**config.mk**
```make
export PLATFORM = sky130hd
export DESIGN_NAME = ds_decimator
export DESIGN_NICKNAME = d
export VERILOG_FILES = /design/src/rtl/ds_decimator.sv
export SDC_FILE = /design/constraint.sdc
export NUM_CORES = 1
export LEC_CHECK = 0
export ABC_AREA = 1
export CAP_MARGIN = 15
export CORE_UTILIZATION = 30
export CTS_BUF_LIST = sky130_fd_sc_hd__clkbuf_8
export CTS_CLUSTER_DIAMETER = 60
export DETAILED_ROUTE_END_ITERATION = 7
export PLACE_DENSITY = 0.54
export RECOVER_POWER = 25
export SETUP_SLACK_MARGIN = 0.5
export SLEW_MARGIN = 20
export SYNTH_ARGS = -nofsm -noshare
export SYNTH_HDL_FRONTEND = slang
export SYNTH_SLANG_ARGS = --single-unit
```
**constraint.sdc**
```tcl
create_clock -name clk -period 7.8 [get_ports clk]
set_input_delay 1.56 -clock clk [delete_from_list [all_inputs] [get_ports clk]]
set_output_delay 1.56 -clock clk [all_outputs]
set_load 0.01 [all_outputs]
```
**src/rtl/ds_decimator.sv**
```systemverilog
// Power-of-two decimator between the ADC capture path and the downstream consumer.
// Picks or boxcar-averages each group of 2^ratio_log2 samples into a 2-entry output FIFO.
module ds_decimator #(
    parameter int DATA_WIDTH = 14,
    parameter int MAX_LOG2   = 4,
    parameter int LOG2_W     = 3
) (
    input  logic                  clk,
    input  logic                  rst,
    input  logic [DATA_WIDTH-1:0] dataIn,
    input  logic                  in_valid,
    input  logic [LOG2_W-1:0]     ratio_log2,
    input  logic                  mode,
    input  logic                  sync,
    output logic [DATA_WIDTH-1:0] dsoutdata,
    output logic                  out_en,
    input  logic                  outbusy,
    output logic                  ovf
);

    localparam int ACC_W = DATA_WIDTH + MAX_LOG2;
    localparam int CNT_W = (MAX_LOG2 > 0) ? MAX_LOG2 : 1;

    logic [CNT_W-1:0]        count;
    logic [LOG2_W-1:0]       cfg_log2;
    logic                    cfg_mode;
    logic signed [ACC_W-1:0] acc;
    logic [DATA_WIDTH-1:0]   first_sample;

    logic [DATA_WIDTH-1:0]   fifo_mem [2];
    logic                    rd_ptr;
    logic                    wr_ptr;
    logic [1:0]              fifo_cnt;
    logic                    ovf_r;

    logic [LOG2_W-1:0]       in_log2;
    logic [LOG2_W-1:0]       grp_log2;
    logic                    grp_mode;
    logic                    group_start;
    logic                    group_last;
    logic [CNT_W-1:0]        last_idx;
    logic signed [ACC_W-1:0] sample_ext;
    logic signed [ACC_W-1:0] acc_base;
    logic signed [ACC_W-1:0] sum;
    logic [DATA_WIDTH-1:0]   avg_result;
    logic [DATA_WIDTH-1:0]   result;
    logic                    push;
    logic                    push_ok;
    logic                    pop;
    logic                    fifo_empty;
    logic                    fifo_full;

    always_comb begin
        in_log2 = ratio_log2;
        if (ratio_log2 > LOG2_W'(MAX_LOG2)) begin
            in_log2 = LOG2_W'(MAX_LOG2);
        end
    end

    // The first sample of a group runs on the live config, later ones on the latched copy.
    always_comb begin
        group_start = (count == '0);
        grp_log2    = group_start ? in_log2 : cfg_log2;
        grp_mode    = group_start ? mode : cfg_mode;
        last_idx    = CNT_W'((32'd1 << grp_log2) - 32'd1);
        group_last  = (count == last_idx);
    end

    always_comb begin
        sample_ext = ACC_W'($signed(dataIn));
        acc_base   = group_start ? '0 : acc;
        sum        = acc_base + sample_ext;
        avg_result = DATA_WIDTH'(sum >>> grp_log2);
        result     = grp_mode ? avg_result : (group_start ? dataIn : first_sample);
    end

    always_comb begin
        fifo_empty = (fifo_cnt == 2'd0);
        fifo_full  = (fifo_cnt == 2'd2);
        out_en     = !fifo_empty && !outbusy && !sync;
        pop        = out_en;
        push       = in_valid && !sync && group_last;
        push_ok    = push && (!fifo_full || pop);
        dsoutdata  = fifo_empty ? '0 : fifo_mem[rd_ptr];
        ovf        = ovf_r;
    end

    always_ff @(posedge clk or posedge rst) begin
        if (rst) begin
            count        <= '0;
            acc          <= '0;
            first_sample <= '0;
            cfg_log2     <= '0;
            cfg_mode     <= 1'b0;
        end else if (sync) begin
            count <= '0;
            acc   <= '0;
        end else if (in_valid) begin
            if (group_start) begin
                cfg_log2     <= in_log2;
                cfg_mode     <= mode;
                first_sample <= dataIn;
            end
            if (group_last) begin
                count <= '0;
                acc   <= '0;
            end else begin
                count <= count + CNT_W'(1);
                acc   <= sum;
            end
        end
    end

    // When full, a same-cycle pop frees the head slot, which is exactly where wr_ptr points.
    always_ff @(posedge clk or posedge rst) begin
        if (rst) begin
            fifo_mem[0] <= '0;
            fifo_mem[1] <= '0;
            rd_ptr      <= 1'b0;
            wr_ptr      <= 1'b0;
            fifo_cnt    <= 2'd0;
            ovf_r       <= 1'b0;
        end else if (sync) begin
            rd_ptr   <= 1'b0;
            wr_ptr   <= 1'b0;
            fifo_cnt <= 2'd0;
            ovf_r    <= 1'b0;
        end else begin
            if (push_ok) begin
                fifo_mem[wr_ptr] <= result;
                wr_ptr           <= !wr_ptr;
            end
            if (pop) begin
                rd_ptr <= !rd_ptr;
            end
            if (push && !push_ok) begin
                ovf_r <= 1'b1;
            end
            case ({push_ok, pop})
                2'b10:   fifo_cnt <= fifo_cnt + 2'd1;
                2'b01:   fifo_cnt <= fifo_cnt - 2'd1;
                default: fifo_cnt <= fifo_cnt;
            endcase
        end
    end

endmodule

```
==> impl_summary.txt, run 1 <==
----------------------------------------------------
[Finish]
  Total Nets Final ... a little over 900
  Area growth from synthesis to layout ... 13.3%
  Fraction of final layout cells sized beyond drive strength 1 ... 0.0427
  Antenna diode instance count ... 0
  Final Instance Area ... 6150 sq um

[Min path]
  Start point of the worst min-delay path ... fifo_mem[7]$_DFFE_PP0P_
  Worst hold path depth ... 2
  Hold Path Class ... reg2reg
  Worst Hold Endpoint ... fifo_mem[7]$_DFFE_PP0P_

[Floorplanning]
  Die boundary height ... 137 um
  Area of the core ... 17500 sq um
  Count of standard-cell rows ... 48
  Horizontal die dimension ... 137 um
  Top-level I/O count ... 39
  Die ar. ... 18600 sq um
  Starting Density ... 0.311

[Clocking]
  CTS Hold Bufs ... 0
  Cts bufs inserted ... 9
  Maximum clock path buffer count ... 2
  Clk root buf ... sky130_fd_sc_hd__clkbuf_8
  Number of buffers added for setup after CTS ... 0
  Insertion delay to the later sink of the worst-skew pair ... ~0.37 ns
  Clock sinks ... 73
  CTS H-tree depth ... 3
  TritonCTS clock tree ... yes
  Clock-pin slew on the worst setup and hold paths ... 0.07 ns
  # resized after CTS ... 0

[STA]
  Setup repair after global routing missed its margin ... no
  Pin slew with the least headroom to its limit ... 4.03 ns
  Clock tree skew after final layout ... roughly 0.010 ns
  Setup violators final ... 0
  Upper clock frequency limit ... roughly 180 MHz
  Ratio of final minimum period to clock period ... 0.700
  Total count of hold-check failures in the final report ... 0
  Final number of max-transition violations ... 74
  Tmin final ... 5.46 ns
  Worst max-slew margin expressed relative to the limit ... -1.69
  Final total negative setup slack ... 0 ns

[Run]
  Max-cap viol count ... 1

[Drt]
  Via total after detailed routing ... between 5000 and 6000
  Routed length per placed instance ... 14.5 um
  Remaining antenna violation count ... 0
  Post-DR vias/cell ... 4.88
  DRC violation total after the first TritonRoute iteration ... ~390
  Router iterations before antenna repair ... 5
  Post-detailed-routing wire length ... 15800 um
  DRC violation count after routing ... 0

[Global route]
  Via count of the first global-routing pass ... approximately 5000
  Sum of overflow across all layers after global routing ... 0
  First-pass GRT wire length ... 26000 um
  Antenna violations before repair ... 0
  Pin count of the biggest net entering global routing ... 74
  Total routing resource utilization after global routing ... 0.183

[Synthesis]
  Most instantiated cells after synthesis ... 308 x sky130_fd_sc_hd__nand2_1, 115 x sky130_fd_sc_hd__nand3_1, 102 x sky130_fd_sc_hd__inv_1
  Top cell type by total area after synthesis ... sky130_fd_sc_hd__dfrtp_1
  EDFF count, synth ... 0
  Most used DFF post-synth ... sky130_fd_sc_hd__dfrtp_1
  Warnings, synthesis ... 0
  Area share of the largest cell type after synthesis ... 0.337
  Synth area leaders ... sky130_fd_sc_hd__dfrtp_1 34%, sky130_fd_sc_hd__nand2_1 21%, sky130_fd_sc_hd__nand3_1 11%, sky130_fd_sc_hd__inv_1 7.1%, sky130_fd_sc_hd__ha_1 4.6%
  Asr flop ratio synth ... 1.00
  Count of unique library cells instantiated by Yosys ... 36
  Most instantiated library cell after synthesis ... sky130_fd_sc_hd__nand2_1
  Mapped Cells ... ~840
  Net count after synthesis ... 882
  Sequential fraction of the synthesis area ... 0.337
  Cell area after technology mapping ... 5430 sq um
  Avg Synthesized Cell Area ... 6.48 sq um
  Flops & latches, synth ... 73

[Setup path]
  Arrival @ worst endpoint ... ~5 ns
  Standard cell with the maximum stage delay on the critical path ... sky130_fd_sc_hd__clkbuf_1
  Number of buffers and inverters on the critical path ... 3
  Worst setup path category ... in2async
  Launch point of the worst reg-to-reg path ... count[0]$_DFFE_PP0P_
  Critical path's top delay family ... buffers and inverters
  Maximum fanout along the worst path ... 73
  Crit start category ... input port
  Critical Path RT ... 7.35 ns
  Cell-by-cell trace of the critical path ... dlygate4sd3_1 -> clkinv_1 -> clkbuf_1
  Reg-to-reg endpoint ... acc[16]$_DFFE_PP0P_
  Critical Path End Type ... async pin
  Internal reg-to-reg setup slack ... 3.47 ns
  Critical path's largest stage delay ... about 2.8 ns
  Cell depth of the worst flop-to-flop path ... 14

[Placed design]
  Detailed placer's ending HPWL ... approximately 12000 um
  Buffers added on ports ... 38
  Area after detailed placement ... 5970 sq um
  Weighted congestion reported at the end of routability-driven placement ... 0.835

[Power and ir drop]
  Part of the total power dissipated in sequential elements ... 0.262
  Overall Power ... 2040 uW
  Switching share of power ... 0.508
  Power per cell area ... 332 nW/um^2
  Max VDD drop ... ~0.13 mV
  NetSw ... ~1000 uW
  Leak pwr ... approximately 0.0032 uW
  Internal power ... 1000 uW
  Part of the power in the clock network ... 0.139
  Combinational fraction of design power ... 0.599

[Run status]
  Violated checks ... max-capacitance violations, max-slew violations
  Outcome ... finished with violations

----------------------------------------------------
## flip-flops by register name (all words and copies together) (netlist names)
register	flops
fifo_mem	28
acc	18
first_sample	14
count	4
cfg_log2	3
fifo_cnt	2
cfg_mode	1
ovf	1
rd_ptr	1
wr_ptr	1
## cells by family after synthesis
family,Yosys count,share of synthesized area
buffers and inverters,138,0.102
muxes,4,0.00738
DFF,73,0.337
and+or+nand+nor,494,0.389
AOI/OAI and AO/OA,99,0.101
adders and majority gates,21,0.0498
xor gates and xnor gates,9,0.0145
## worst max path at each step
stage | from | end | slack, ns | cells after the start
after floorplan | ratio_log2[2] | fifo_mem[17]$_DFFE_PP0P_ | 3.88 | 17
after global routing | rst | fifo_mem[8]$_DFFE_PP0P_ | 1.45 | 3
after global placement | ratio_log2[2] | acc[15]$_DFFE_PP0P_ | 2.53 | 14
after CTS | ratio_log2[2] | acc[16]$_DFFE_PP0P_ | 2.80 | 14
after detailed placement | ratio_log2[2] | acc[16]$_DFFE_PP0P_ | 2.42 | 14
final | rst | fifo_mem[8]$_DFFE_PP0P_ | 2.34 | 3
## placed cells by master, fill, tap and decap left out, drive strengths merged
master	netlist	final
o22ai	12	12
clkinvlp	0	2
clkinv	1	5
xor2	4	4
dlygate4sd3	0	2
or2	1	1
o211ai	2	2
o21bai	4	4
mux2i	4	4
nand2	310	310
a21o	1	1
ha	20	20
xnor2	5	5
a31oi	2	2
clkdlybuf4s50	0	36
clkbuf	18	13
fa	1	1
nor3	3	3
buf	12	2
nand3	116	116
nor2	46	46
dfrtp	73	73
nand4	13	13
o21ai	43	43
a21oi	35	35
and2	5	5
inv	107	106
## power by group through the flow
stage                     registers (uW)  logic [uW]  clock network [uW]
after global placement               539        1220                   0
after floorplan                      522         920                   0
final                                534        1220                 284
after global routing                 546        1390                 308
after detailed placement             541        1220                   0
after CTS                            533        1230                 296
## layout make-up
type	count	area [sq um]
clock inverter	5	30.0
tap	225	282
fill	1929	11300
inverter	108	405
clock buffer	11	151
multi-input combinational	627	3050
timing repair buffer	42	403
sequential	73	1830
## worst register-to-register path: stages (launching register included)
cell and delay (ns):
sky130_fd_sc_hd__dfrtp_1 0.42, sky130_fd_sc_hd__inv_1 0.15, sky130_fd_sc_hd__ha_1 0.23, sky130_fd_sc_hd__nand3_4 0.22, sky130_fd_sc_hd__o21ai_2 0.68, sky130_fd_sc_hd__inv_1 0.52
sky130_fd_sc_hd__nand3_1 0.22, sky130_fd_sc_hd__ha_1 0.17, sky130_fd_sc_hd__xor2_1 0.18, sky130_fd_sc_hd__nand4_1 0.12, sky130_fd_sc_hd__nand2_1 0.15, sky130_fd_sc_hd__nand3_1 0.23
sky130_fd_sc_hd__nand2_1 0.65, sky130_fd_sc_hd__a21oi_1 0.08, sky130_fd_sc_hd__o21bai_1 0.18
## metrics by stage
| step | std cells | setup slack (ns) | hold WS [ns] | utilization |
|---|---|---|---|---|
| floorplan | 838 | 3.88 | 0.442 | - |
| global placement | 1075 | 2.53 | 0.459 | 0.342 |
| detailed placement | 1075 | 2.42 | 0.465 | 0.342 |
| CTS | 1091 | 2.80 | 0.484 | 0.352 |
| global route | 1091 | 1.45 | 0.497 | 0.352 |
| finish | 1091 | 2.34 | 0.483 | 0.352 |
## routing by layer
metal / up-vias / part of all wire / track usage
li1: 2732 / - / -
met3: 24 / 0.045 / 0.0441
met1: 2465 / 0.47 / 0.241
met4: 0 / 0.029 / 0.0648
met5: - / 0 / 0
met2: 106 / 0.46 / 0.292
Power figures use the tool's default switching activity.
==> run 2: changes to the inputs <==
==> constraint.sdc (replaced) <==
create_clock -name clk -period 5.2 [get_ports clk]
set_input_delay 1.04 -clock clk [delete_from_list [all_inputs] [get_ports clk]]
set_output_delay 1.04 -clock clk [all_outputs]
set_load 0.01 [all_outputs]
==> run 2 against run 1 <==
The run now ends clean; register-to-register slack got worse by 2.4 ns; critical path depth increased by 12; sequential power rose by 49%; global-route usage up 0.54 points; core utilization is 0.21 points higher; total power is 54% higher; flip-flop and latch count unchanged; critical endpoint is now acc[15]$_DFFE_PP0P_; largest power group unchanged; highest routed layer unchanged.
==> impl_summary.txt, run 2 (same netlist as run 1, synthesis figures left out) <==
----------------------------------------------------
[Run status]
  Outcome ... finished, final reports clean

[Global route]
  Antenna violations before repair ... 0 (unchanged)
  Via count of the first global-routing pass ... 4964 (-0.48%)
  First-pass GRT wire length ... 26500 um (+1.8%)
  Total routing resource utilization after global routing ... 0.189 (+0.00542)
  Sum of overflow across all layers after global routing ... 0 (unchanged)
  Pin count of the biggest net entering global routing ... 46 (-38%)

[Clocking]
  TritonCTS clock tree ... yes
  CTS H-tree depth ... 3 (unchanged)
  CTS Hold Bufs ... 0 (unchanged)
  Clock sinks ... 73 (unchanged)
  # resized after CTS ... 0 (unchanged)
  Clock-pin slew on the worst setup and hold paths ... 0.09 ns (+0.02 ns)
  Number of buffers added for setup after CTS ... 0 (unchanged)
  Insertion delay to the later sink of the worst-skew pair ... 0.39 ns (+0.02 ns)
  Clk root buf ... sky130_fd_sc_hd__clkbuf_8
  Cts bufs inserted ... 9 (unchanged)
  Maximum clock path buffer count ... 2 (unchanged)

[Setup path]
  Launch point of the worst reg-to-reg path ... count[0]$_DFFE_PP0P_
  Critical Path RT ... 5.44 ns (-1.91 ns)
  Critical path's largest stage delay ... 0.69 ns (-2.12 ns)
  Maximum fanout along the worst path ... 25 (-66%)
  Critical path's top delay family ... simple AND/OR/NAND/NOR gates
  Cell-by-cell trace of the critical path ... inv_1 -> ha_1 -> nand2_1 -> nor2_2 -> nand2_1 -> nand2_2 -> nand3_1 -> ha_1 -> xor2_1 -> nand4_1 -> nand2_1 -> nand3_1 -> nand2_1 -> a21oi_1 -> o21bai_1
  Startpoint of the worst setup timing path ... count[0]$_DFFE_PP0P_
  Arrival @ worst endpoint ... 4.35 ns (-0.66 ns)
  Crit start category ... flip-flop
  Number of buffers and inverters on the critical path ... 1 (-2)
  Worst setup path category ... reg2reg
  Critical Path End Type ... flip-flop
  Standard cell with the maximum stage delay on the critical path ... sky130_fd_sc_hd__nand2_1
  Most prevalent standard cell on the critical path ... sky130_fd_sc_hd__nand2_1

[Drt]
  Post-detailed-routing wire length ... 16500 um (+4.7%)
  Routed length per placed instance ... 15.1 um (+4.3%)
  DRC violation count after routing ... 0 (unchanged)
  Router iterations before antenna repair ... 5 (unchanged)
  Post-DR vias/cell ... 4.96 (+1.6%)
  Via total after detailed routing ... 5430 (+1.9%)
  DRC violation total after the first TritonRoute iteration ... 413 (+7.0%)
  Remaining antenna violation count ... 0 (unchanged)

[STA]
  Ratio of final minimum period to clock period ... 0.791
  Pin slew with the least headroom to its limit ... 1.27 ns (-2.76 ns)
  Total count of hold-check failures in the final report ... 0 (unchanged)
  Tmin final ... 4.11 ns
  Setup violators final ... 0 (unchanged)
  Final total negative setup slack ... 0 ns (unchanged)
  Final setup margin ... 1.09 ns (-1.25 ns)
  Clock tree skew after final layout ... 0.0125 ns (+0.00229 ns)
  Final number of max-transition violations ... 0 (-100%)
  Worst max-slew margin expressed relative to the limit ... 0.153 (+1.84)
  Worst slack on hold paths ... 0.482 ns (-0.000649 ns)
  Setup repair after global routing missed its margin ... no
  Upper clock frequency limit ... 243 MHz

[Floorplanning]
  Horizontal die dimension ... 137 um (unchanged)
  Top-level I/O count ... 39 (unchanged)
  Area of the core ... 17500 sq um (unchanged)
  Count of standard-cell rows ... 48 (unchanged)
  Die boundary height ... 137 um (unchanged)
  Die ar. ... 18600 sq um (unchanged)
  Starting Density ... 0.311 (unchanged)

[Placed design]
  Area after detailed placement ... 6000 sq um (+0.54%)
  Weighted congestion reported at the end of routability-driven placement ... 0.993 (+19%)
  Buffers added on ports ... 38 (unchanged)
  Post-Place Setup Slack ... 0.912 ns (-1.51 ns)
  Detailed placer's ending HPWL ... 12200 um (+2.7%)

[Finish]
  Count of fill cells added during filler insertion ... 1913 (-0.83%)
  Commonest non-fill, non-tap cell in the layout ... sky130_fd_sc_hd__nand2_1
  Commonest cells after routing, fill and taps aside ... 308 x sky130_fd_sc_hd__nand2_1, 115 x sky130_fd_sc_hd__nand3_1, 103 x sky130_fd_sc_hd__inv_1
  Total Nets Final ... 909 (+0.44%)
  Flip-flop count of the largest register, all copies and words added ... 28 (unchanged)
  Final Instance Area ... 6180 sq um (+0.59%)
  Largest register by flop count ... fifo_mem
  Storage element area ... 1830 sq um (unchanged)
  Fraction of final layout cells sized beyond drive strength 1 ... 0.0483 (+0.00555)
  Multi-input gate area ... 3050 sq um (unchanged)
  Area growth from synthesis to layout ... 13.9%
  Largest registers ... fifo_mem: 28 flops, acc: 18 flops, first_sample: 14 flops
  Antenna diode instance count ... 0 (unchanged)

[Power and ir drop]
  Power per cell area ... 508 nW/um^2 (+53%)
  Overall Power ... 3140 uW (+54%)
  Max VDD drop ... 0.227 mV (+68%)
  Leak pwr ... 0.00319 uW (+1.2%)

[Min path]
  Hold Path Class ... reg2reg
  Start point of the worst min-delay path ... fifo_mem[14]$_DFFE_PP0P_

[Run]
  Max-cap viol count ... 0 (-1)

----------------------------------------------------
[run 2: cell count changes in the layout (fill, tap and decap cells not counted)]
| cell | before | now |
|---|---|---|
| sky130_fd_sc_hd__clkdlybuf4s50_1 | 36 | 37 |
| sky130_fd_sc_hd__clkinv_2 | 3 | 2 |
| sky130_fd_sc_hd__clkinvlp_4 | 2 | 0 |
| sky130_fd_sc_hd__clkinv_4 | 0 | 2 |
| sky130_fd_sc_hd__clkbuf_1 | 2 | 0 |
| sky130_fd_sc_hd__buf_4 | 2 | 7 |
| sky130_fd_sc_hd__inv_1 | 101 | 103 |
| sky130_fd_sc_hd__clkbuf_2 | 0 | 1 |
| sky130_fd_sc_hd__clkinv_1 | 2 | 1 |
| sky130_fd_sc_hd__dlygate4sd3_1 | 2 | 1 |
[run 2: layout make-up]
class	instances	share of cell area
well taps	225	0.0455
inverters	108	0.0656
repair buffers	46	0.0708
flip-flops and latches	73	0.295
multi-input cells	627	0.493
clock inverters	5	0.00506
clock buffers	11	0.0245
[run 2: where the power goes]
part           internal (uW)  switching, uW
Sequential               715           81.3
Clock                    198            252
Combinational            617           1280
[run 2: metal layers]
metal	routed length [um]	track usage
met2	7490	0.296
met5	0	0
met3	729	0.0233
met1	8070	0.266
met4	251	0.0654
[run 2: worst paths after layout]
path | end | slack (ns) | cells past startpoint
max | acc[15]$_DFFE_PP0P_ | 1.09 | 15
min | fifo_mem[14]$_DFFE_PP0P_ | 0.48 | 2
max reg2reg | acc[15]$_DFFE_PP0P_ | 1.09 | 15
min reg2reg | fifo_mem[14]$_DFFE_PP0P_ | 0.48 | 2
max in group asynchronous | acc[11]$_DFFE_PP0P_ | 1.99 | 3
min in group asynchronous | cfg_log2[2]$_DFFE_PP0P_ | 1.37 | 2
[run 2: through the flow]
step	utilization	cells
final	0.354	1095
after global routing	0.354	1095
after CTS	0.354	1095
after detailed placement	0.343	1079
after global placement	0.343	1079
after floorplan	-	838
[run 2: worst reg2reg max path: cells and delay by family (launching register included)]
family	cells	cell delay [ns]
AOI/OAI and AO/OA	2	0.29
xor gates and xnor gates	1	0.16
adders and majority gates	2	0.46
buffers and inverters	1	0.13
DFF	1	0.42
and+or+nand+nor	9	2.52
==> run 3: changes to the inputs <==
--- a/config.mk
+++ b/config.mk
@@ -11,7 +11,7 @@
 export CTS_BUF_LIST = sky130_fd_sc_hd__clkbuf_8
 export CTS_CLUSTER_DIAMETER = 60
 export DETAILED_ROUTE_END_ITERATION = 7
-export PLACE_DENSITY = 0.54
+export PLACE_DENSITY = 0.56
 export RECOVER_POWER = 25
 export SETUP_SLACK_MARGIN = 0.5
 export SLEW_MARGIN = 20
==> constraint.sdc (replaced) <==
create_clock -name clk -period 3.6 [get_ports clk]
set_input_delay 0.72 -clock clk [delete_from_list [all_inputs] [get_ports clk]]
set_output_delay 0.72 -clock clk [all_outputs]
set_load 0.01 [all_outputs]
==> run 3 against run 2 <==
Fmax grew 37%; largest power group unchanged; critical path depth grew 7; hold slack lost 0.0020 ns; via count grew 3.6%; total power grew 76%; flip-flop and latch count is the same; count of clock-buffer cells in the layout shrank 1; worst setup slack lost 0.49 ns; critical path type unchanged; global-route usage shrank 0.39 points; highest routed layer unchanged; design area grew 19%; die area is the same.
==> impl_summary.txt, run 3 (same netlist as run 1, synthesis figures left out) <==
----------------------------------------------------
[Run status]
  Outcome ... finished, final reports clean

[Global route]
  Total routing resource utilization after global routing ... 0.185 (-0.00392)
  First-pass GRT wire length ... 26600 um (+0.21%)
  Sum of overflow across all layers after global routing ... 0 (unchanged)
  Antenna violations before repair ... 0 (unchanged)
  Via count of the first global-routing pass ... 5127 (+3.3%)
  Pin count of the biggest net entering global routing ... 45 (-2.2%)

[Floorplanning]
  Count of standard-cell rows ... 48 (unchanged)
  Starting Density ... 0.311 (unchanged)
  Die ar. ... 18600 sq um (unchanged)
  Area of the core ... 17500 sq um (unchanged)
  Horizontal die dimension ... 137 um (unchanged)
  Die boundary height ... 137 um (unchanged)
  Top-level I/O count ... 39 (unchanged)

[Clocking]
  Clk root buf ... sky130_fd_sc_hd__clkbuf_8
  CTS H-tree depth ... 3 (unchanged)
  TritonCTS clock tree ... yes
  Insertion delay to the later sink of the worst-skew pair ... 0.36 ns (-0.03 ns)
  Clock-pin slew on the worst setup and hold paths ... 0.08 ns (about the same)
  Cts bufs inserted ... 9 (unchanged)
  Maximum clock path buffer count ... 2 (unchanged)
  Clock sinks ... 73 (unchanged)
  CTS Hold Bufs ... 0 (unchanged)

[STA]
  Upper clock frequency limit ... 333 MHz (+37%)
  Setup repair after global routing missed its margin ... yes
  Tmin final ... 3.00 ns (-1.11 ns)
  Setup violators final ... 0 (unchanged)
  Final total negative setup slack ... 0 ns (unchanged)
  Clock tree skew after final layout ... 0.0134 ns (+0.000891 ns)
  Worst max-slew margin expressed relative to the limit ... 0.177 (+0.0242)
  Total count of hold-check failures in the final report ... 0 (unchanged)
  Ratio of final minimum period to clock period ... 0.834 (+0.0432)
  Final number of max-transition violations ... 0 (unchanged)
  Pin slew with the least headroom to its limit ... 1.23 ns (-0.0377 ns)

[Setup path]
  Startpoint of the worst setup timing path ... count[1]$_DFFE_PP0P_
  Cell-by-cell trace of the critical path ... inv_2 -> ha_4 -> nand2_4 -> nor2_4 -> buf_6 -> buf_16 -> nor2_1 -> ha_4 -> nand2_2 -> inv_1 -> nand2_1 -> nand2_1 -> a21oi_2 -> nand2_2 -> nand2_2 -> nand3_2 -> nand3_4 -> nand3_2 -> nand3_1 -> nand2_1 -> nand2_1 -> nand2_1
  Worst Setup EP ... fifo_mem[25]$_DFFE_PP0P_
  Internal reg-to-reg setup slack ... 0.60 ns (-0.49 ns)
  Arrival @ worst endpoint ... 3.25 ns (-1.10 ns)
  Launch point of the worst reg-to-reg path ... count[1]$_DFFE_PP0P_
  Reg-to-reg endpoint ... fifo_mem[25]$_DFFE_PP0P_
  Maximum fanout along the worst path ... 7 (-72%)
  Critical Path RT ... 3.85 ns (-1.59 ns)
  Worst setup path category ... reg2reg
  Standard cell with the maximum stage delay on the critical path ... sky130_fd_sc_hd__dfrtp_1
  Crit start category ... flip-flop
  Most prevalent standard cell on the critical path ... sky130_fd_sc_hd__nand2_1
  Critical Path End Type ... flip-flop
  Cell depth of the worst flop-to-flop path ... 22 (+7)
  Critical path's largest stage delay ... 0.40 ns (-0.29 ns)

[Drt]
  Router iterations before antenna repair ... 5 (unchanged)
  Routed length per placed instance ... 15.3 um (+1.0%)
  Post-DR vias/cell ... 4.96 (about the same)
  DRC violation total after the first TritonRoute iteration ... 324 (-22%)
  Detailed-route wire length on metal 1 ... 8180 um (+1.4%)
  Via total after detailed routing ... 5624 (+3.6%)
  Highest routing layer actually used ... met4
  Length of routed met3 wiring ... 747 um (+2.5%)
  Post-detailed-routing wire length ... 17300 um (+4.5%)
  DRC violation count after routing ... 0 (unchanged)
  Length of routed met2 wiring ... 8090 um (+8.1%)
  Remaining antenna violation count ... 0 (unchanged)

[Finish]
  Total Nets Final ... 947 (+4.2%)
  Largest registers ... fifo_mem: 28 flops, acc: 18 flops, first_sample: 14 flops
  Flip-flop count of the largest register, all copies and words added ... 28 (unchanged)
  Layout Utilization ... 0.423 (+0.0687)
  Commonest cells after routing, fill and taps aside ... 255 x sky130_fd_sc_hd__nand2_1, 95 x sky130_fd_sc_hd__inv_1, 72 x sky130_fd_sc_hd__dfrtp_1
  Fraction of final layout cells sized beyond drive strength 1 ... 0.270 (+0.222)
  Area growth from synthesis to layout ... 36.1%
  Largest register by flop count ... fifo_mem
  Antenna diode instance count ... 0 (unchanged)
  Commonest non-fill, non-tap cell in the layout ... sky130_fd_sc_hd__nand2_1

[Power and ir drop]
  NetSw ... 2730 uW (+70%)
  Switching share of power ... 0.495 (-0.0180)
  Max VDD drop ... 0.446 mV (+97%)
  Power per cell area ... 748 nW/um^2 (+47%)
  Internal power ... 2790 uW (+82%)
  Part of the power in the clock network ... 0.120 (-0.023)
  Combinational fraction of design power ... 0.672 (+0.069)
  Part of the total power dissipated in sequential elements ... 0.209 (-0.045)
  Leak pwr ... 0.00357 uW (+12%)

[Min path]
  Hold Path Class ... reg2reg
  Start point of the worst min-delay path ... fifo_mem[14]$_DFFE_PP0P_

[Run]
  Max-cap viol count ... 0 (unchanged)

[Placed design]
  Buffers added on ports ... 38 (unchanged)
  Detailed placer's ending HPWL ... 12100 um (-0.84%)
  Weighted congestion reported at the end of routability-driven placement ... 0.855 (-14%)

----------------------------------------------------
==> run 3: cell count changes in the layout (fill, tap and decap cells not counted), sizes merged <==
cell	delta
clkinv	-2
clkinvlp	+3
buf	+37
inv	-1
bufinv	+1
==> run 3: power by group through the flow <==
stage	clock network (uW)	logic (uW)	registers [uW]
2_1_floorplan	0	2020	1130
3_3_place_gp	0	2710	1170
3_5_place_dp	0	2710	1170
4_1_cts	680	2890	1150
5_1_grt	711	4090	1180
6_report	662	3710	1150
==> run 3: worst max-delay path: cells and delay by family (launching register included) <==
kind	cells	cell delay [ns]
and+or+nand+nor	15	1.47
buffers and inverters	4	0.46
adders and majority gates	2	0.40
AOI/OAI and AO/OA	1	0.19
DFF	1	0.40
==> run 3: how the worst min path moves through the flow <==
stage,to,slack [ns],cells past startpoint
after detailed placement,fifo_mem[14]$_DFFE_PP0P_,0.46,2
after global placement,cfg_mode$_DFFE_PP0P_,0.46,2
after global routing,fifo_mem[14]$_DFFE_PP0P_,0.50,2
final,fifo_mem[14]$_DFFE_PP0P_,0.48,2
after CTS,fifo_mem[14]$_DFFE_PP0P_,0.48,2
after floorplan,fifo_mem[0]$_DFFE_PP0P_,0.44,2
==> run 3: routing by layer <==
metal,vias up,track usage
li1,2812,-
met1,2640,0.262
met2,157,0.295
met3,15,0.0259
met4,0,0.0438
met5,-,0
==> run 3: per-stage QoR <==
stage	power (uW)	setup slack [ns]	std cells	instance area [sq um]	hold slack [ns]
after global routing	5980	0.276	1133	7380	0.497
after floorplan	3150	0.560	838	5450	0.442
final	5520	0.599	1133	7380	0.480
after CTS	4720	0.502	1111	6400	0.482
after global placement	3870	0.192	1084	6070	0.460
after detailed placement	3880	0.254	1084	6070	0.461
==> run 3: repair_timing <==
item,4_1_cts,5_1_grt
endpoints found under the setup margin,32,29
hold endpoints to repair,0,0
resized for setup,13,197
cloned,1,1
setup buffers,10,21
pin swaps,5,56
==> run 3: layout make-up <==
class / count / area [sq um]
clock inverter: 6 / 58.8
multi-input combinational: 627 / 3860
clock buffer: 10 / 138
sequential: 73 / 1830
inverter: 108 / 417
tap: 225 / 282
timing repair buffer: 84 / 801
fill: 1787 / 10100
